[src/rtl/led_pkg.sv]
// Shared types and helpers for the LED pattern generator and its prescaler.
package led_pkg;

    // Pattern modes as presented on the mode input.
    typedef enum logic [1:0] {
        BLINK  = 2'd0,
        COUNT  = 2'd1,
        CHASE  = 2'd2,
        BOUNCE = 2'd3
    } led_mode_t;

    // Travel direction of the lit LED in BOUNCE.
    typedef enum logic {
        DIR_UP   = 1'b0,
        DIR_DOWN = 1'b1
    } led_dir_t;

    // Prescaler counter width: enough bits to hold 0..d-1, never less than one.
    function automatic int div_w(input int d);
        return (d <= 2) ? 1 : $clog2(d);
    endfunction

endpackage

[src/rtl/tick_divider.sv]
// Step-tick prescaler: emits a one-cycle tick every DIV enabled clock cycles.
// Kept separate so other blocks can share the same step tick.
module tick_divider
    import led_pkg::*;
#(
    parameter int DIV = 12000000
) (
    input  logic clk,
    input  logic rst,
    input  logic en,
    output logic tick
);

    localparam int            W    = div_w(DIV);
    localparam logic [W-1:0]  LAST = W'(DIV - 1);

    logic [W-1:0] div_cnt;

    // Count enabled cycles; wrap and pulse tick on the last one, freeze when disabled.
    always_ff @(posedge clk or posedge rst) begin
        if (rst) begin
            div_cnt <= '0;
            tick    <= 1'b0;
        end else if (en) begin
            if (div_cnt == LAST) begin
                div_cnt <= '0;
                tick    <= 1'b1;
            end else begin
                div_cnt <= div_cnt + W'(1);
                tick    <= 1'b0;
            end
        end else begin
            tick <= 1'b0;
        end
    end

endmodule

[src/rtl/led_pattern_gen.sv]
// LED pattern generator: prescaled step tick drives a mode FSM that advances
// an N_LEDS-bit pattern (blink, binary count, chase, bounce).
// Optional brightness PWM gating is built when LED_PWM_EN is defined.
module led_pattern_gen
    import led_pkg::*;
#(
    parameter int N_LEDS   = 5,
    parameter int DIV      = 12000000,
    parameter int PWM_BITS = 4
) (
    input  logic                clk,
    input  logic                rst,
    input  logic                en,
    input  logic [1:0]          mode,
    output logic                tick,
    output logic [N_LEDS-1:0]   led
`ifdef LED_PWM_EN
    ,
    input  logic [PWM_BITS-1:0] brightness
`endif
);

    localparam logic [N_LEDS-1:0] ONE = N_LEDS'(1);
    localparam logic [N_LEDS-1:0] MSB = ONE << (N_LEDS - 1);

    led_mode_t          cur_mode, mode_nx, req_mode;
    led_dir_t           dir, dir_nx;
    logic [N_LEDS-1:0]  pattern, pat_nx, pattern_out, led_q;
    logic               tick_d;
    logic               is_onehot;

    assign req_mode  = led_mode_t'(mode);
    assign is_onehot = (pattern != '0) && ((pattern & (pattern - ONE)) == '0);

    // In BLINK the top LED runs in anti-phase with the others.
    assign pattern_out = (cur_mode == BLINK) ? (pattern ^ MSB) : pattern;

    tick_divider #(
        .DIV (DIV)
    ) u_div (
        .clk  (clk),
        .rst  (rst),
        .en   (en),
        .tick (tick)
    );

    // Mode / pattern / direction state register.
    always_ff @(posedge clk or posedge rst) begin
        if (rst) begin
            cur_mode <= BLINK;
            pattern  <= '0;
            dir      <= DIR_UP;
        end else begin
            cur_mode <= mode_nx;
            pattern  <= pat_nx;
            dir      <= dir_nx;
        end
    end

    // Next-state: a mode change on a tick loads the start pattern, otherwise advance.
    always_comb begin
        mode_nx = cur_mode;
        pat_nx  = pattern;
        dir_nx  = dir;
        if (tick) begin
            if (req_mode != cur_mode) begin
                mode_nx = req_mode;
                dir_nx  = DIR_UP;
                case (req_mode)
                    BLINK:   pat_nx = '1;
                    COUNT:   pat_nx = '0;
                    CHASE:   pat_nx = ONE;
                    BOUNCE:  pat_nx = ONE;
                    default: pat_nx = '0;
                endcase
            end else begin
                case (cur_mode)
                    BLINK: pat_nx = ~pattern;
                    COUNT: pat_nx = pattern + ONE;
                    CHASE: begin
                        if (!is_onehot) pat_nx = ONE;
                        else            pat_nx = {pattern[N_LEDS-2:0], pattern[N_LEDS-1]};
                    end
                    BOUNCE: begin
                        if (!is_onehot) begin
                            pat_nx = ONE;
                            dir_nx = DIR_UP;
                        end else if (dir == DIR_UP) begin
                            if (pattern[N_LEDS-1]) begin
                                // Already at the top end: turn around rather than drop the bit.
                                pat_nx = pattern >> 1;
                                dir_nx = DIR_DOWN;
                            end else begin
                                pat_nx = pattern << 1;
                                if (pat_nx[N_LEDS-1]) dir_nx = DIR_DOWN;
                            end
                        end else begin
                            if (pattern[0]) begin
                                pat_nx = pattern << 1;
                                dir_nx = DIR_UP;
                            end else begin
                                pat_nx = pattern >> 1;
                                if (pat_nx[0]) dir_nx = DIR_UP;
                            end
                        end
                    end
                    default: pat_nx = pattern;
                endcase
            end
        end
    end

    // Output register: capture the pattern one cycle after each tick.
    always_ff @(posedge clk or posedge rst) begin
        if (rst) begin
            tick_d <= 1'b0;
            led_q  <= '0;
        end else begin
            tick_d <= tick;
            if (tick_d) led_q <= pattern_out;
        end
    end

`ifdef LED_PWM_EN
    logic [PWM_BITS-1:0] pwm_cnt;

    // Free-running brightness counter, independent of en.
    always_ff @(posedge clk or posedge rst) begin
        if (rst) pwm_cnt <= '0;
        else     pwm_cnt <= pwm_cnt + PWM_BITS'(1);
    end

    assign led = led_q & {N_LEDS{pwm_cnt < brightness}};
`else
    assign led = led_q;
`endif

endmodule

[config.mk]
export PLATFORM = sky130hd
export DESIGN_NAME = led_pattern_gen
export DESIGN_NICKNAME = d
export VERILOG_FILES = /design/src/rtl/led_pkg.sv /design/src/rtl/tick_divider.sv /design/src/rtl/led_pattern_gen.sv
export SDC_FILE = /design/constraint.sdc
export NUM_CORES = 1
export LEC_CHECK = 0
export ABC_AREA = 1
export BUFFER_PORTS_ARGS = -buffer_cell sky130_fd_sc_hd__buf_2
export CORE_MARGIN = 2
export CORE_UTILIZATION = 23
export CTS_CLUSTER_SIZE = 30
export DETAILED_ROUTE_END_ITERATION = 8
export SLEW_MARGIN = 20
export SYNTH_ARGS = -nofsm -noshare
export SYNTH_HDL_FRONTEND = slang
export SYNTH_SLANG_ARGS = --single-unit
[constraint.sdc]
create_clock -name clk -period 2.2 [get_ports clk]
set_clock_uncertainty 0.05 [all_clocks]
set_input_delay 0.66 -clock clk [delete_from_list [all_inputs] [get_ports clk]]
set_output_delay 0.66 -clock clk [all_outputs]
set_load 0.01 [all_outputs]
Word level (Yosys, flattened, before mapping)
Index checks and enable logic that the tools add are counted.
{"block": "word_totals", "reg_bits": 39, "in_bits": 5, "wordCells": 50}
{"block": "classes", "addsub": 3, "n_eq_ne": 8, "mux": 20, "bitwise_logic": 3, "n_reduce_logical": 9}
{"op": "$mux W5", "count": 7}
{"op": "$add A24 B1 Y24 const B", "count": 1}
{"op": "$eq A24 B24 Y1 const B", "count": 1}
{"op": "$mux W24", "count": 1}
{"op": "$pmux W5 S4", "count": 1}
{"op": "$pmux W5 S3", "count": 1}
{"op": "$mux W1", "count": 10}
{"op": "$eq A2 B2 Y1 const B", "count": 4}
{"op": "$add A5 B1 Y5 const B", "count": 1}
{"op": "$and A5 B5 Y5", "count": 1}
{"op": "$logic_not A5 Y1", "count": 1}
{"op": "$not A5 Y5", "count": 1}
{"op": "$reduce_bool A5 Y1", "count": 1}
{"op": "$sub A5 B1 Y5 const B", "count": 1}
{"op": "$eq A2 B1 Y1 const B", "count": 2}
{"op": "$logic_not A2 Y1", "count": 2}
{"op": "$reduce_and A2 Y1", "count": 2}
{"op": "$ne A2 B2 Y1", "count": 1}
{"op": "$reduce_bool A2 Y1", "count": 1}
{"op": "$reduce_or A2 Y1", "count": 1}
{"op": "$logic_and A1 B1 Y1", "count": 1}
{"op": "$not A1 Y1", "count": 1}

Depth between registers and ports, before layout
{"block": "depth", "ltp_word": 7, "ltp_mapped": 12}

By module
A second synthesis with hierarchy kept.
{"block": "hier_totals", "cells_unflattened": 361, "hier_area_um2": 2638.8}
{"module": "tick_divider", "n_inst": 1, "cells_each": 214, "area_per_inst_um2": 1567.8, "seq_area_each_um2": 625.6}
{"module": "led_pattern_gen", "n_inst": 1, "cells_each": 147, "area_per_inst_um2": 1071.0, "seq_area_each_um2": 350.3}

Worst setup path after synthesis
Ideal clock, no wire load.
{"block": "synth_timing", "path_kind": "reg-to-reg", "startpoint": "register pattern[0]", "endpoint": "register pattern[0]", "setup_time_ps": 116, "arrival_time_ps": 1460, "path_slack_ps": 574, "stages_incl_launch_ff": 12, "path_buffers": 0, "path_cell_list": "dfrtp_1 > inv_1 > ha_1 > inv_1 > a21oi_2 > nand2_1 > nor2_1 > nand2_1 > a21oi_1 > nand2_1 > nand2_1 > nand2_1"}
{"block": "synth_between", "elab_chain_cells": 7}
{"element": "from (decl)", "line_no": "led_pattern_gen.sv:28", "rtl": "logic [N_LEDS-1:0] pattern, pat_nx, pattern_out, led_q;"}
{"element": "from (signal assigned)", "line_no": "led_pattern_gen.sv:55", "rtl": "pattern <= pat_nx;"}
{"element": "$sub A5 B1 Y5", "line_no": "led_pattern_gen.sv:33", "rtl": "assign is_onehot = (pattern != '0) && ((pattern & (pattern - ONE)) == '0);"}
{"element": "$and A5 B5 Y5", "line_no": "led_pattern_gen.sv:33"}
{"element": "$logic_not A5 Y1", "line_no": "led_pattern_gen.sv:33"}
{"element": "$logic_and A1 B1 Y1", "line_no": "led_pattern_gen.sv:33"}
{"element": "$mux W5 (on tied branches)", "line_no": "led_pattern_gen.sv:85, led_pattern_gen.sv:81"}
{"element": "$pmux W5 S4 (*)", "line_no": "led_pattern_gen.sv:77", "rtl": "case (cur_mode)"}
{"element": "$mux W5 (*)", "line_no": "led_pattern_gen.sv:66", "rtl": "if (req_mode != cur_mode) begin"}
Every way passes the cells marked *; elsewhere a longest branch is shown, timed or not.
A chain may end at the register's enable or synchronous reset.

Final worst setup path
{"block": "layout_timing", "startpoint": "register pattern[1]", "endpoint": "register pattern[0]"}
The elaborated chain is that of the path after synthesis.

==> reports/qor.yml <==
run_status:
  outcome: "finished, final reports clean"
power_and_ir_drop:
  cellLeakagePower_uw: 0.00142
  ir_drop_uv: 286
  powerDensity_nw_per_um2: 546
  fin_total_pwr_uw: 1550
synthesis:
  postSynthCellCount: 346
  synth_mux_area_frac: 0.00440
  yosys_warnings: 0
  synth_xor_area_frac: 0.0479
  synth_area_per_cell_sq_um: 7.40
  yosys_register_bits: 39
  synth_nets: 356
  ys_types: 35
  synth_compound_area_frac: 0.0782
  synth-simple-area-share: 0.369
  synth_top_family_by_area: "simple AND/OR/NAND/NOR gates"
  synthesis.area_sq_um: 2560
  synthAdderAreaFrac: 0.0244
  seq_area_frac_synth: 0.381
timing:
  max_freq_mhz: 549
  fin_crit_sh: 0.828
  rsz0062_at_grt: "false"
  tightestPinTransition_ns: 0.512
  hold_violations: 0
  drv_slew: 0
  period_needed_ns: 1.82
  finalSetupViolCount: 0
  relSlewSlack: 0.659
  hold_ws_ns: 0.443
  finalSetupTns_ns: 0
routing:
  drtAntennaViolNets: 0
  route.detailed.drc: 0
  drtPass1Iterations: 4
  drtIter0Drc: 117
  vias_per_cell: 4.53
  wire_per_inst_um: 11.3
  num_vias: 2258
  routed_wl_mm: 5.64
floorplanning:
  die_w_um: 109
  dieArea_sq_um: 12000
  fp.dieH_um: 109
  start_util: 0.236
  core_sq_um: 10800
  ios: 11
  num_rows: 38
final_layout:
  final_core_util: 0.262
  mostFrequentLayoutCells: "nand2_1, inv_1, nor2_1, dfrtp_1, nand3_1"
  multi_input_area_sq_um: 1340
  register_area_sq_um: 976
  nNetsFinal: 368
  n_antenna_cell: 0
  fillers: 1197
  drive_gt1_frac: 0.162
  layout_commonest_cell: "nand2_1"
  area_growth_pct: 11.0
clocking:
  htreeDepth: 2
  cts_sinks: 39
  cts_root_buffer: "clkbuf_8"
  numCtsBuffers: 5
  cts_resized: 0
  clkTransAtPathRegs_ns: 0.07
  cts_tree: "yes"
  cts_setup_buffers: 0
  max-clock-path-buffers: 2
  cts_hold_buffers: 0
  clock_latency_ns: 0.30
grt:
  overflow: 0
  grt_pass1_vias: 2272
  antenna_found_initial: 0
  grt_max_degree: 40
  grt_use_total: 0.104
  grt_pass1_wl_mm: 9.99
place:
  dp_hpwl_mm: 4.17
  io_buffers: 10
  place_congestion: 0.911
critical_path:
  required_ns: 2.35
  start_kind: "register"
  critPathMaxFanout: 8
  crit_path_end_kind: "register"
  arrival_ns: 1.97
  path_class: "reg2reg"
  reg2reg_depth: 12
hold_path:
  worstHoldPathType: "in2async"
job:
  cap_violations: 0
## registers in the layout, indices dropped and copies added (netlist names)
name,count
dir,1
tick_d,1
u_div.tick,1
u_div.div_cnt,24
pattern,5
led,5
cur_mode,2
## cells in the mapped netlist (all sizes together)
master	count	area (sq um)
ha	5	62.6
xor2	10	87.6
a31oi	1	6.26
clkinv	2	10.0
o21ai	12	60.1
nand2	88	353
clkbuf	4	16.3
o31ai	1	7.51
inv	49	184
nor3	11	86.3
nor3b	2	20.0
and3	1	11.3
xnor2	4	35.0
buf	4	32.5
nand3	31	175
mux2	1	11.3
a21oi	23	126
nor2	46	210
or2	1	6.26
nand4	11	81.3
dfrtp	39	976
## path summary, 6_finish.rpt
| path | slack, ns | end | startpoint |
|---|---|---|---|
| worst max-delay path | 0.38 | pattern[0]$_DFFE_PP0P_ | pattern[1]$_DFFE_PP0P_ |
| worst min-delay path | 0.44 | cur_mode[1]$_DFFE_PP0P_ | rst |
| worst max register to register | 0.38 | pattern[0]$_DFFE_PP0P_ | pattern[1]$_DFFE_PP0P_ |
| worst min register to register | 0.47 | led[2]$_DFFE_PP0P_ | led[2]$_DFFE_PP0P_ |
| max in group asynchronous | 1.30 | u_div.div_cnt[22]$_DFFE_PP0P_ | rst |
| min in group clk | 0.47 | led[2]$_DFFE_PP0P_ | led[2]$_DFFE_PP0P_ |
## layout make-up
| type | count | area share |
|---|---|---|
| inverters | 51 | 0.0683 |
| flip-flops and latches | 39 | 0.344 |
| multi-input cells | 248 | 0.472 |
| clock inverters | 1 | 0.00176 |
| well taps | 140 | 0.0617 |
| repair buffers | 13 | 0.0256 |
| clock buffers | 7 | 0.0269 |
## report_power, final
group	internal [uW]	switching [uW]	leakage (uW)
sequential	773	75.0	0.000478
clock	223	258	0.0000422
combinational	82.0	138	0.000905
total	1080	471	0.00142
## critical path: stages (launching register included)
cell     delay (ns)
dfrtp_1        0.48
inv_1          0.17
ha_1           0.21
inv_1          0.07
nor2_1         0.04
nand2_1        0.09
nand2_1        0.05
nor2_1         0.15
nand2_1        0.08
a21oi_1        0.15
nand2_1        0.07
nand2_1        0.06
nand2_1        0.04
## stage by stage
step	setup WS [ns]	cells	area, sq um
finish	0.379	499	2840
global route	0.154	499	2840
CTS	0.404	499	2840
detailed placement	0.343	491	2760
global placement	0.367	491	2760
floorplan	0.574	346	2560
## metal layers
metal | vias up | routed length, um | part of all wire | global-route usage
met5 | - | 0 | 0 | 0
met4 | 0 | 56 | 0.0099 | 0.0280
met3 | 8 | 265 | 0.047 | 0.0285
met2 | 57 | 2620 | 0.47 | 0.178
met1 | 1071 | 2690 | 0.48 | 0.128
li1 | 1122 | - | - | -
## logic make-up (layout without fill, tap and decap cells)
| logic type | count (synthesis) | after routing |
|---|---|---|
| adder cells (fa/ha/maj) | 5 | 5 |
| flip-flops | 39 | 39 |
| AND/OR/NAND/NOR | 191 | 191 |
| AO/OA/AOI/OAI | 37 | 37 |
| multiplexers | 1 | 1 |
| XOR/XNOR | 14 | 14 |
| buffers and inverters | 59 | 72 |
Power figures use the tool's default switching activity.
